**config.mk**
```make
export PLATFORM = sky130hd
export DESIGN_NAME = serial_capture_arb
export DESIGN_NICKNAME = d
export VERILOG_FILES = /design/src/rtl/serial_capture_arb.sv
export SDC_FILE = /design/constraint.sdc
export NUM_CORES = 1
export LEC_CHECK = 0
export ABC_CLOCK_PERIOD_IN_PS = 2200
export CAP_MARGIN = 10
export CORE_ASPECT_RATIO = 1.75
export CORE_MARGIN = 3
export CORE_UTILIZATION = 54
export DETAILED_ROUTE_END_ITERATION = 8
export GPL_TIMING_DRIVEN = 0
export PLACE_DENSITY_LB_ADDON = 0.3
export REMOVE_ABC_BUFFERS = 1
export SLEW_MARGIN = 20
export SYNTH_ARGS = -nofsm -noshare
export SYNTH_HDL_FRONTEND = slang
export SYNTH_SLANG_ARGS = --single-unit
```
**constraint.sdc**
```tcl
create_clock -name i_clk -period 2.2 [get_ports i_clk]
set_input_delay 0.22 -clock i_clk [delete_from_list [all_inputs] [get_ports i_clk]]
set_output_delay 0.22 -clock i_clk [all_outputs]
set_load 0.005 [all_outputs]
```
**src/rtl/serial_capture_arb.sv**
```systemverilog
// ---------------------------------------------------------------------------
// serial_capture_arb
//
// Two requesters compete for one serial capture channel. A round-robin
// arbiter grants one of them, which then shifts a WIDTH-bit frame in
// LSB-first on its i_a line. The completed frame is presented on o_a with
// o_valid until the consumer takes it with i_ready. If the granted
// requester withdraws its request mid-frame, the capture is abandoned and
// o_abort pulses for one cycle.
//
// Ports
//   i_clk    : sole clock, rising edge
//   i_rst    : asynchronous active-high reset
//   i_req    : [1:0] capture request per requester
//   i_a      : [1:0] serial data bit per requester
//   i_ready  : consumer accepts o_a when o_valid & i_ready
//   o_gnt    : [1:0] one-hot grant, nonzero only while capturing
//   o_a      : [WIDTH-1:0] last completed frame
//   o_src    : requester index that produced o_a
//   o_valid  : o_a holds a completed, unconsumed frame
//   o_abort  : one-cycle pulse when a capture is abandoned
// ---------------------------------------------------------------------------
module serial_capture_arb #(
    parameter int WIDTH = 8
) (
    input  logic             i_clk,
    input  logic             i_rst,
    input  logic [1:0]       i_req,
    input  logic [1:0]       i_a,
    input  logic             i_ready,
    output logic [1:0]       o_gnt,
    output logic [WIDTH-1:0] o_a,
    output logic             o_src,
    output logic             o_valid,
    output logic             o_abort
);

    localparam int CW = $clog2(WIDTH);
    localparam logic [CW-1:0] LAST_BIT = CW'(WIDTH - 1);

    typedef enum logic [1:0] {
        IDLE    = 2'd0,
        CAPTURE = 2'd1,
        HOLD    = 2'd2
    } state_t;

    state_t           state_r;
    logic [CW-1:0]    cnt_r;
    logic [WIDTH-1:0] shadow_r;
    logic             gidx_r;
    logic             ptr_r;

    logic             sel_s;
    logic [WIDTH-1:0] shadow_next_s;

    // Turn a requester index into its one-hot grant pattern.
    function automatic logic [1:0] onehot_grant(input logic idx);
        onehot_grant = idx ? 2'b10 : 2'b01;
    endfunction

    // Arbiter: a lone requester wins outright; a tie is broken by the pointer.
    always_comb begin
        case (i_req)
            2'b01:   sel_s = 1'b0;
            2'b10:   sel_s = 1'b1;
            default: sel_s = ptr_r;
        endcase
    end

    // Shadow word with the granted requester's current bit merged in at cnt.
    always_comb begin
        shadow_next_s        = shadow_r;
        shadow_next_s[cnt_r] = i_a[gidx_r];
    end

    // Capture FSM with registered grant, frame and status outputs.
    always_ff @(posedge i_clk or posedge i_rst) begin
        if (i_rst) begin
            state_r  <= IDLE;
            cnt_r    <= '0;
            shadow_r <= '0;
            gidx_r   <= 1'b0;
            ptr_r    <= 1'b0;
            o_gnt    <= 2'b00;
            o_a      <= '0;
            o_src    <= 1'b0;
            o_valid  <= 1'b0;
            o_abort  <= 1'b0;
        end else begin
            o_abort <= 1'b0;
            case (state_r)
                IDLE: begin
                    if (i_req != 2'b00) begin
                        state_r  <= CAPTURE;
                        gidx_r   <= sel_s;
                        ptr_r    <= ~sel_s;
                        o_gnt    <= onehot_grant(sel_s);
                        cnt_r    <= '0;
                        shadow_r <= '0;
                    end else begin
                        state_r  <= IDLE;
                    end
                end
                CAPTURE: begin
                    // Withdrawal wins over sampling, even on the last bit.
                    if (!i_req[gidx_r]) begin
                        state_r  <= IDLE;
                        o_gnt    <= 2'b00;
                        o_abort  <= 1'b1;
                        cnt_r    <= '0;
                        shadow_r <= '0;
                    end else if (cnt_r == LAST_BIT) begin
                        state_r  <= HOLD;
                        o_gnt    <= 2'b00;
                        o_a      <= shadow_next_s;
                        o_src    <= gidx_r;
                        o_valid  <= 1'b1;
                        cnt_r    <= '0;
                        shadow_r <= '0;
                    end else begin
                        shadow_r <= shadow_next_s;
                        cnt_r    <= cnt_r + CW'(1);
                    end
                end
                HOLD: begin
                    if (i_ready) begin
                        o_valid <= 1'b0;
                        state_r <= IDLE;
                    end else begin
                        state_r <= HOLD;
                    end
                end
                default: begin
                    state_r  <= IDLE;
                    o_gnt    <= 2'b00;
                    o_valid  <= 1'b0;
                    cnt_r    <= '0;
                    shadow_r <= '0;
                end
            endcase
        end
    end

endmodule

```
==> flow_metrics.env, run 1 <==
export IMPL_die_w_um=46.3
export IMPL_drt_pass1_iterations=6
export IMPL_path_max_fanout=13
export IMPL_syn_inst=136
export IMPL_avgSynthCellArea_um2=11.3
export IMPL_antenna_found_initial=0
export IMPL_place_congestion=0.779
export IMPL_crit_slowest_cell="dfrtp_1"
export IMPL_total_power_w=0.00147
export IMPL_routed_wl_mm=3.02
export IMPL_syn_to_final_growth_pct=14.5
export IMPL_finClkSkew_ns=0.00653
export IMPL_start_util_pct=56.5
export IMPL_crit_top_cell="ha_1"
export IMPL_viasPerCell=6.16
export IMPL_crit_arrival_ns=2.20
export IMPL_numCtsBuffers=3
export IMPL_synth_common_cells="dfrtp_1, nand2_1, mux2_4"
export IMPL_clkLatencyLatePin_ns=0.27
export IMPL_clockRootBuffer="clkbuf_8"
export IMPL_antenna_cells=0
export IMPL_status="finished, final reports clean"
export IMPL_ys_warn_count=0
export IMPL_slowest_delay_ns=0.53
export IMPL_finalHoldViolations=0
export IMPL_cts_tree="built"
export IMPL_grt_overflow=0
export IMPL_ys_types=33
export IMPL_setup_viol=0
export IMPL_cts_buffer_depth=2
export IMPL_synthSimpleGateAreaFrac_pct=19.1
export IMPL_yosysMostFrequentCell="dfrtp_1"
export IMPL_postCtsSetupRepairBufs=0
export IMPL_clk_pin_slew_ns=0.09
export IMPL_worstPathCellList="ha_1 > ha_1 > nor3b_4 > nand2_1 > o211ai_1"
export IMPL_worst_pin_slew_ns=0.591
export IMPL_drtIter0Drc=39
export IMPL_netlist_area_leader_share_pct=45.6
export IMPL_grt_pass1_vias=1120
export IMPL_synth_top_family_by_area="simple AND/OR/NAND/NOR gates"
export IMPL_crit_path_end_kind="register"
export IMPL_vias=1084
export IMPL_track_usage_pct=19.9
export IMPL_synthArstFlopShare_pct=100
export IMPL_fill_cells=222
export IMPL_cp_start_kind="register"
export IMPL_synth_mux_area_fraction_pct=17.2
export IMPL_drv_slew=0
export IMPL_synthXorXnorAreaFrac_pct=0
export IMPL_htree_levels=1
export IMPL_yosys_most_used_dff="dfrtp_1"
export IMPL_synth_area_leaders="dfrtp_1, mux2_4, mux2_2"
export IMPL_power_density_nw_per_um2=835
export IMPL_fp_dieArea_um2=3550
export IMPL_drive_above_1_share_pct=18.1
export IMPL_peakVddDrop_uv=758
export IMPL_grt_pass1_wl_mm=5.33
export IMPL_fin_crit_sh_pct=91.5
export IMPL_core_area_um2=2720
export IMPL_place_hpwl_mm=2.08
export IMPL_num_io_pins=20
export IMPL_hold_path_class="input pin to async pin"
export IMPL_place_ws_ns=0.00701
export IMPL_rows=25
export IMPL_remaining_drc_errors=0
export IMPL_grt_max_degree=29
export IMPL_synth_edf_count=0
export IMPL_wl_per_cell_um=17.2
export IMPL_ys_seq_area_share_pct=45.6
export IMPL_cap_violations=0
export IMPL_worst_slew_margin_rel_pct=60.5
export IMPL_synthAdderAreaFrac_pct=4.07
export IMPL_ant_nets=0
export IMPL_power_leakage_nw=0.794
export IMPL_fmax_mhz=497
export IMPL_synth_compound_area_share_pct=9.77
export IMPL_io_buffers=19
export IMPL_placed_cell_area_um2=1710
export IMPL_cts_sinks=28
export IMPL_synth_area_um2=1540
export IMPL_finalCriticalPeriod_ns=2.01
export IMPL_fin_ws_ns=0.188
export IMPL_fin_setup_tns_ns=0
export IMPL_rsz0062_at_grt="false"
export IMPL_synth_seq_cells=28
export IMPL_final_area_um2=1760
export IMPL_die_y_um=76.6
export IMPL_criticalPathCategory="register to register"
export IMPL_synth_area_leader_cell="dfrtp_1"
export IMPL_dp_cells=173
export IMPL_critPathRequiredTime_ns=2.39
export IMPL_layoutNonFillerInstCount=176
export IMPL_nets=163
## power by group
group          internal, W  total (W)  switching (W)
combinational     0.000236   0.000477       0.000242
sequential        0.000599   0.000717       0.000118
clock             0.000123   0.000275       0.000152
total             0.000957    0.00147       0.000512
## final cells by class
cell class | instances | area [um2] | area share [%]
multi-input combinational | 95 | 778 | 44.2
tap | 27 | 33.8 | 1.92
inverter | 4 | 15.0 | 0.853
timing repair buffer | 19 | 190 | 10.8
sequential | 28 | 701 | 39.8
clock buffer | 3 | 41.3 | 2.35
## stage by stage
step	util, %	hold slack, ns
floorplan	-	0.285
global placement	62.9	0.459
detailed placement	62.9	0.474
CTS	64.4	0.494
global route	64.6	0.378
finish	64.6	0.324
## cells in the final DEF, fill, tap and decap left out, types with 2 or more instances in the layout
cell type	count
a22o_1	2
and3b_1	2
nand3b_1	2
nor3_1	2
nand4_1	9
nor3b_1	5
nand3_1	4
inv_1	3
nor2_1	3
nand2_1	12
dfrtp_1	28
mux2i_1	2
clkbuf_8	3
mux2_4	11
o31ai_1	2
mux2_2	7
ha_1	5
nand2b_1	7
o211ai_1	7
o21ai_0	4
clkdlybuf4s50_1	19
## logic make-up (layout without fill, tap and decap cells)
logic type      Yosys count  count (layout)
simple gates             50              50
flops                    28              28
compound gates           20              20
mux                      20              20
buf+inv                  13              26
fa+ha+maj                 5               5
## worst paths after layout
check | start | endpoint | slack [ns] | cells past startpoint
worst max-delay path | cnt_r[0] | shadow_r[7] | 0.19 | 5
worst min-delay path | i_rst | o_a[2] | 0.32 | 2
worst max register to register | cnt_r[0] | shadow_r[7] | 0.19 | 5
worst min register to register | o_valid | o_valid | 0.49 | 1
max in group asynchronous | i_rst | shadow_r[0] | 1.48 | 2
min in group i_clk | o_valid | o_valid | 0.49 | 1
## repair_timing
item / 4_1_cts / 5_1_grt
resized for setup: 0 / 2
endpoints found under the hold margin: 0 / 0
setup endpoints to repair: 0 / 15
hold buffers: 0 / 0
## sequential cells by signal (all words and copies together), names as in the netlist
register  flops
o_abort       1
cnt_r         3
o_src         1
state_r       2
ptr_r         1
gidx_r        1
o_valid       1
o_gnt         2
o_a           8
shadow_r      8
## per-layer routing
layer  track usage, %  vias to the layer above  wire length (um)
met3             2.36                        2                70
li1                 -                      515                 -
met5                0                        -                 0
met4             7.69                        0                36
met1             25.9                      543              1260
met2             32.2                       24              1660
## worst max-delay path: cells and delay by family (launching register included)
kind	cells	cell delay, ns
AOI/OAI and AO/OA	1	0.23
adders and majority gates	2	0.51
DFF	1	0.53
and+or+nand+nor	2	0.66
No activity file was read; power rests on OpenSTA's default activity.
==> run 2: changes to the inputs <==
Settings changed: MAX_ROUTING_LAYER from default to met4.
==> flow_metrics.env, run 2 (synthesis gave the netlist of run 1 again) <==
export IMPL_drv_slew=0
export IMPL_r2r_start="cnt_r[0]"
export IMPL_crit_top_cell="ha_1"
export IMPL_crit_buf_inv=0
export IMPL_p_clk_share_pct=18.8
export IMPL_grt_pass1_vias=1122
export IMPL_crit_arrival_ns=2.19
export IMPL_io_buffers=19
export IMPL_worst_pin_slew_ns=0.592
export IMPL_swShare_pct=34.8
export IMPL_p_int_w=0.000957
export IMPL_slowest_delay_ns=0.52
export IMPL_syn_to_final_growth_pct=14.5
export IMPL_remaining_drc_errors=0
export IMPL_crit_path_end_kind="register"
export IMPL_placed_cell_area_um2=1710
export IMPL_criticalPathCategory="register to register"
export IMPL_nets=163
export IMPL_htree_levels=1
export IMPL_crit_family="simple AND/OR/NAND/NOR gates"
export IMPL_ff2ff_path_depth=5
export IMPL_core_area_um2=2720
export IMPL_status="finished, final reports clean"
export IMPL_clkLatencyLatePin_ns=0.27
export IMPL_worst_slew_margin_rel_pct=60.5
export IMPL_final_area_um2=1760
export IMPL_power_density_nw_per_um2=835
export IMPL_switchingPower_w=0.000511
export IMPL_fill_cells=222
export IMPL_cts_tree="built"
export IMPL_die_y_um=76.6
export IMPL_finalHoldViolations=0
export IMPL_vias=1090
export IMPL_path_max_fanout=13
export IMPL_place_congestion=0.790
export IMPL_p_seq_share_pct=48.8
export IMPL_worstPathCellList="ha_1 > ha_1 > nor3b_4 > nand2_1 > o211ai_1"
export IMPL_power_leakage_nw=0.794
export IMPL_hold_path_class="input pin to async pin"
export IMPL_fin_ws_ns=0.202
export IMPL_numCtsBuffers=3
export IMPL_reg_top3="o_a (8), shadow_r (8), cnt_r (3)"
export IMPL_total_power_w=0.00147
export IMPL_mostFrequentLayoutCells="dfrtp_1, clkdlybuf4s50_1, nand2_1, mux2_4, nand4_1"
export IMPL_critPathRequiredTime_ns=2.39
export IMPL_ant_nets=0
export IMPL_cp_start_kind="register"
export IMPL_num_io_pins=20
export IMPL_wl_per_cell_um=17.1
export IMPL_finClkSkew_ns=0.00559
export IMPL_cts_sinks=28
export IMPL_grt_max_degree=29
export IMPL_fin_crit_sh_pct=90.8
export IMPL_clk_pin_slew_ns=0.09
export IMPL_finalCriticalPeriod_ns=2.00
export IMPL_drive_above_1_share_pct=18.1
export IMPL_worst_r2r_endpoint="shadow_r[7]"
export IMPL_clockRootBuffer="clkbuf_8"
export IMPL_fin_setup_tns_ns=0
export IMPL_cts_buffer_depth=2
export IMPL_antenna_found_initial=0
export IMPL_place_hpwl_mm=2.08
export IMPL_routed_wl_mm=3.00
export IMPL_rrSetupSlack_ns=0.20
export IMPL_grt_overflow=0
export IMPL_peakVddDrop_uv=758
export IMPL_rsz0062_at_grt="false"
export IMPL_viasPerCell=6.19
export IMPL_cap_violations=0
export IMPL_crit_slowest_cell="dfrtp_1"
export IMPL_drtIter0Drc=36
export IMPL_track_usage_pct=20.4
export IMPL_place_ws_ns=0.00701
export IMPL_fp_dieArea_um2=3550
export IMPL_grt_pass1_wl_mm=5.32
export IMPL_setup_viol=0
export IMPL_start_util_pct=56.5
export IMPL_antenna_cells=0
export IMPL_comb_power_share_pct=32.4
export IMPL_drt_pass1_iterations=4
export IMPL_cts_hold_buf=0
export IMPL_rows=25
export IMPL_die_w_um=46.3
export IMPL_multi_input_area_um2=778
export IMPL_fmax_mhz=501
export IMPL_whs_ns=0.322
export IMPL_layout_commonest_cell="dfrtp_1"
export IMPL_seqCellArea_um2=701
-- run 2: cell counts in the layout (fill, tap and decap cells not counted) --
No cell type changed its count.
-- run 2: worst max path at each step --
stage               startpoint     endpoint  slack (ns)  depth (start not counted)
finish                cnt_r[0]  shadow_r[7]        0.20                          5
global route          cnt_r[0]  shadow_r[2]        0.04                          5
CTS                   cnt_r[0]  shadow_r[6]        0.03                          5
detailed placement    i_req[1]       o_a[4]       0.007                          4
global placement      i_req[1]        o_src        0.05                          4
floorplan             cnt_r[0]       o_a[0]        0.38                          4
-- run 2: routing by layer --
| metal | track usage (%) | vias to the layer above | wire length [um] |
|---|---|---|---|
| met5 | - | - | 0 |
| met2 | 32.2 | 17 | 1670 |
| met3 | 2.36 | 2 | 62 |
| li1 | - | 516 | - |
| met1 | 25.8 | 555 | 1230 |
| met4 | 7.69 | 0 | 36 |
-- run 2: final cells by class --
cell class                      instances  area share [%]
Clock buffer                            3            2.35
Tap cell                               27            1.92
Timing Repair Buffer                   19            10.8
Sequential cell                        28            39.8
Inverter                                4           0.853
Multi-Input combinational cell         95            44.2
-- run 2: repair_timing --
item                                    4_1_cts  5_1_grt
setup buffers                                 0        0
resized for setup                             0        2
endpoints found under the setup margin        0       15
-- run 2: worst reg2reg max path: cells and delay by family, from the launching register on --
kind | cells | cell delay, ns
AND/OR/NAND/NOR | 2 | 0.66
flip-flops | 1 | 0.52
adder cells (fa/ha/maj) | 2 | 0.50
AO/OA/AOI/OAI | 1 | 0.24
-- run 2: through the flow --
step / instances / util (%)
after floorplan: 127 / -
after global placement: 173 / 62.9
after detailed placement: 173 / 62.9
after CTS: 176 / 64.4
after global routing: 176 / 64.6
final: 176 / 64.6
-- run 2: power by group through the flow --
stage | clock network [W] | logic (W) | registers (W)
finish | 0.000276 | 0.000476 | 0.000717
global placement | 0 | 0.000454 | 0.000716
CTS | 0.000283 | 0.000477 | 0.000715
floorplan | 0 | 0.000324 | 0.000696
global route | 0.000304 | 0.000541 | 0.000737
detailed placement | 0 | 0.000472 | 0.000726
